### src/rtl/alu_sequencer.sv
// alu_sequencer: multi-cycle ALU initiator with a 16x4 register file.
// SUB/ADD are executed by the external ALU; ASCEND/DESCEND run as an in-place bubble sort.
module alu_sequencer #(
  parameter int DEPTH = 16,
  parameter int WIDTH = 4,
  localparam int AW = $clog2(DEPTH)
) (
  input  logic             clk,
  input  logic             reset,
  input  logic             instr_valid,
  output logic             instr_ready,
  input  logic [2:0]       instr_op,
  input  logic [AW-1:0]    instr_a1,
  input  logic [AW-1:0]    instr_a2,
  input  logic [AW-1:0]    instr_dst,
  output logic [2:0]       alu_opcode,
  output logic [WIDTH-1:0] alu_v1,
  output logic [WIDTH-1:0] alu_v2,
  input  logic [WIDTH-1:0] alu_out,
  input  logic             ld_en,
  input  logic [AW-1:0]    ld_addr,
  input  logic [WIDTH-1:0] ld_data,
  input  logic [AW-1:0]    rd_addr,
  output logic [WIDTH-1:0] rd_data,
  output logic             busy,
  output logic             done
);
  localparam logic [2:0] OP_SUB = 3'b001, OP_ADD = 3'b010, OP_ASC = 3'b011, OP_DESC = 3'b100;
  localparam logic [AW-1:0] ONE = 1;
  typedef enum logic [1:0] {IDLE, EXEC, SORT_CMP, DONE} state_t;
  state_t state, state_n;
  logic [WIDTH-1:0] mem [DEPTH];
  logic [2:0] op;
  logic [AW-1:0] a1, a2, dst, i, e, i1;
  logic swapped, accept, alu_op, sort_op, swap_now, last, finish;
  logic [WIDTH-1:0] v_i, v_n;
  assign instr_ready = state == IDLE;
  assign busy = state != IDLE;
  assign done = state == DONE;
  assign accept = instr_valid && instr_ready;
  assign rd_data = mem[rd_addr];
  assign alu_opcode = state == EXEC ? op : 3'b000;
  assign alu_v1 = state == EXEC ? mem[a1] : '0;
  assign alu_v2 = state == EXEC ? mem[a2] : '0;
  always_comb begin
    i1 = i + ONE;
    v_i = mem[i];
    v_n = mem[i1];
    swap_now = op == OP_DESC ? v_i < v_n : v_i > v_n;
    last = i1 >= e;
    // a swap on the final compare of a pass still forces another pass
    finish = !(swapped || swap_now) || (e - ONE) == a1;
    alu_op = instr_op == OP_SUB || instr_op == OP_ADD;
    sort_op = (instr_op == OP_ASC || instr_op == OP_DESC) && instr_a1 < instr_a2;
    state_n = state == IDLE     ? (accept ? (alu_op ? EXEC : sort_op ? SORT_CMP : DONE) : IDLE)
            : state == EXEC     ? DONE
            : state == SORT_CMP ? (last && finish ? DONE : SORT_CMP)
            : IDLE;
  end
  always_ff @(posedge clk or posedge reset) begin
    if (reset) begin
      state <= IDLE;
      op <= '0;
      a1 <= '0;
      a2 <= '0;
      dst <= '0;
      i <= '0;
      e <= '0;
      swapped <= 1'b0;
      for (int k = 0; k < DEPTH; k++) mem[k] <= '0;
    end else begin
      state <= state_n;
      if (accept) begin
        op <= instr_op;
        a1 <= instr_a1;
        a2 <= instr_a2;
        dst <= instr_dst;
        i <= instr_a1;
        e <= instr_a2;
        swapped <= 1'b0;
      end
      if (state == IDLE && ld_en) mem[ld_addr] <= ld_data;
      if (state == EXEC) mem[dst] <= alu_out;
      if (state == SORT_CMP) begin
        if (swap_now) begin
          mem[i] <= v_n;
          mem[i1] <= v_i;
        end
        if (!last) begin
          i <= i1;
          swapped <= swapped || swap_now;
        end else begin
          i <= a1;
          e <= e - ONE;
          swapped <= 1'b0;
        end
      end
    end
  end
endmodule

### config.mk
export PLATFORM = sky130hd
export DESIGN_NAME = alu_sequencer
export DESIGN_NICKNAME = d
export VERILOG_FILES = /design/src/rtl/alu_sequencer.sv
export SDC_FILE = /design/constraint.sdc
export NUM_CORES = 1
export LEC_CHECK = 0
export CORE_MARGIN = 2
export CORE_UTILIZATION = 55
export DETAILED_ROUTE_END_ITERATION = 12
export GPL_ROUTABILITY_DRIVEN = 0
export GPL_TIMING_DRIVEN = 0
export HOLD_SLACK_MARGIN = 0.03
export PLACE_DENSITY = 0.74
export SLEW_MARGIN = 15
export SYNTH_ARGS = -nofsm -noshare
export SYNTH_HDL_FRONTEND = slang
export SYNTH_SLANG_ARGS = --single-unit
### constraint.sdc
create_clock -name clk -period 9.1 [get_ports clk]
set_input_delay 1.82 -clock clk [delete_from_list [all_inputs] [get_ports clk]]
set_output_delay 1.82 -clock clk [all_outputs]
set_load 0.02 [all_outputs]
==> results.json <==
{
  "status": "complete, no violations",
  "dieWidth_um": 135.0,
  "end_kind": "register",
  "drc": 0,
  "synth_top_area_share": 0.2388,
  "num-nets-final": 1099,
  "fmax_mhz": 158.6,
  "syn_to_final_growth_pct": 11.94,
  "cts_made_buffers": 9,
  "critical_path_class": "register to register",
  "syn_area_mm2": 0.009432,
  "boundaryPins": 53,
  "ys_async_sr_fraction": 1.000,
  "syn_area_per_cell_um2": 9.604,
  "hold_viol_final": 0,
  "wl_per_cell_um": 29.84,
  "hold_path.class": "register to register",
  "yosysUniqueCellTypes": 69,
  "timing.final.crit_share": 0.6927,
  "initial_core_util": 0.5647,
  "grt_first_pass_wirelength_um": 56660,
  "arrival_ns": 6.55,
  "rsz0062_at_grt": "no",
  "viasPerCell": 7.630,
  "cts_num_sinks": 90,
  "synth_largest_area_cell": "dfrtp_1",
  "dp_hpwl_um": 28920,
  "antenna_found_initial": 1,
  "first_global_vias": 9124,
  "yosysWarningCount": 0,
  "multiInputGateArea_mm2": 0.006658,
  "io_buffers": 50,
  "relSlewSlack": 0.3987,
  "setup_tns_ns": 0,
  "die_y_um": 135.0,
  "drtIter0Drc": 1518,
  "drt_first_pass_iters": 7,
  "grt_usage": 0.4233,
  "grt_overflow": 0,
  "synth_fp_nets": 1037,
  "critPathMaxFanout": 10,
  "wirelength_um": 37860,
  "maxSlewViolCount": 0,
  "synth_area_leaders": "dfrtp_1 24%, mux4_2 22%, a221oi_1 4.6%, a2bb2oi_1 4.1%, nand2_1 3.9%",
  "clk_latency_ns": 0.37,
  "yosys-top-cells-count": "97 x nand2_1, 92 x mux4_2, 90 x dfrtp_1",
  "cts_root_buffer": "clkbuf_16",
  "core_mm2": 0.01670,
  "synth_edf_count": 0,
  "setup_viol": 0,
  "synth_flop_cell": "dfrtp_1",
  "whs_ns": 0.5088,
  "ctsResizeCount": 0,
  "dieArea_mm2": 0.01821,
  "skew_ns": 0.01410,
  "post_cts_buffers": 0,
  "cts_hold_buf": 0,
  "rows": 47,
  "vias": 9683,
  "tightest_slew_ns": 0.8943,
  "final_layout_size_suffix_gt1_frac": 0.1697,
  "register_area_mm2": 0.002252,
  "synth.most_common_cell": "nand2_1",
  "postRouteAntennaNets": 0,
  "worstPathRequired_ns": 9.35,
  "nFillCells": 1452,
  "grt_start_max_net_pins": 49,
  "cts_tree": "done",
  "ys_ff_latch": 90,
  "cap_violations": 0,
  "fin_crit_ns": 6.304,
  "yosysSeqAreaShare": 0.2388,
  "htree_levels": 3,
  "netlist_instances": 982,
  "insertedDiodeCount": 0,
  "clockBufferDepth": 2,
  "startpoint_type": "register",
  "clkTransAtPathRegs_ns": 0.08
}
[cell usage in the layout (no fill, tap or decap), types with 6 or more instances in the layout]
cell type / count
and2_1: 19
nor3_1: 23
a211oi_1: 47
a21o_1: 6
nor2_1: 76
a2bb2oi_1: 44
dfrtp_1: 90
nand3_1: 36
and3_1: 55
o21ai_0: 36
a221oi_1: 50
or3_1: 6
mux2i_1: 11
clkdlybuf4s50_1: 50
mux4_2: 92
buf_4: 8
nand2b_1: 10
clkbuf_16: 9
buf_2: 21
a31oi_1: 7
clkbuf_1: 53
o221ai_1: 19
nor2b_1: 8
a21oi_1: 19
inv_1: 23
nand4_1: 6
ha_1: 20
mux2_2: 10
nand2_1: 97
[sequential cells by signal (all words and copies together) (netlist names)]
name,count
state,2
e,4
dst,4
a2,4
a1,4
op,3
mem,64
i,4
swapped,1
[cell type report]
class                           instances  share of cell area
Tap cell                              220             0.02607
Buffer                                 89             0.04053
Clock buffer                            9             0.02133
Timing Repair Buffer                   51             0.05001
Inverter                               25            0.009125
Clock inverter                          7            0.009007
Multi-Input combinational cell        778              0.6306
Sequential cell                        90              0.2133
[critical path, cell delays in order, from the launching register on]
cell and delay [ns]:
dfrtp_1 0.44, buf_6 0.18, buf_2 0.31, buf_2 0.31, inv_1 0.13, ha_1 0.34
buf_4 0.22, buf_4 0.24, mux4_2 0.52, mux2i_1 0.15, nand2_1 0.10, o21ai_2 0.21
buf_2 0.43, ha_1 0.37, and4b_1 0.28, a211oi_4 0.36, mux2i_2 0.57, clkbuf_1 0.46
a2bb2oi_1 0.22, a221oi_1 0.33
[stage by stage]
step | utilization | instance area (um^2) | setup WS [ns] | std cells
6_report | 0.6322 | 10560 | 2.796 | 1269
5_1_grt | 0.6322 | 10560 | 2.468 | 1269
4_1_cts | 0.6322 | 10560 | 2.885 | 1269
3_5_place_dp | 0.6130 | 10240 | 2.941 | 1253
3_3_place_gp | 0.6112 | 10210 | 2.967 | 1252
2_1_floorplan | - | 9432 | 3.724 | 982
[path summary, 6_finish.rpt]
kind / slack, ns / cells after the start / start / endpoint
hold reg to reg: 0.51 / 2 / op[2] / op[2]
setup / recovery: 2.80 / 19 / i[0] / mem[11]
hold / removal: 0.51 / 2 / op[2] / op[2]
min in group asynchronous: 1.87 / 2 / reset / e[3]
setup reg to reg: 2.80 / 19 / i[0] / mem[11]
max in group asynchronous: 6.56 / 3 / reset / mem[19]
[routing by layer]
metal	vias up	track usage	share of wire
met1	4615	0.5704	0.36
met5	-	0	0
met4	0	0.2222	0.065
met3	194	0.1242	0.15
li1	4025	-	-
met2	849	0.6207	0.42
[kinds of logic after synthesis]
group / count (synthesis) / share of synthesized area
and+or+nand+nor: 365 / 0.1950
AOI/OAI and AO/OA: 270 / 0.2270
buffers and inverters: 114 / 0.05532
muxes: 114 / 0.2448
DFF: 90 / 0.2388
adders and majority gates: 20 / 0.02653
xor gates and xnor gates: 9 / 0.01260
Power is not shown: default switching activity piles up to over one toggle a cycle in this logic, so the estimate is an artifact.
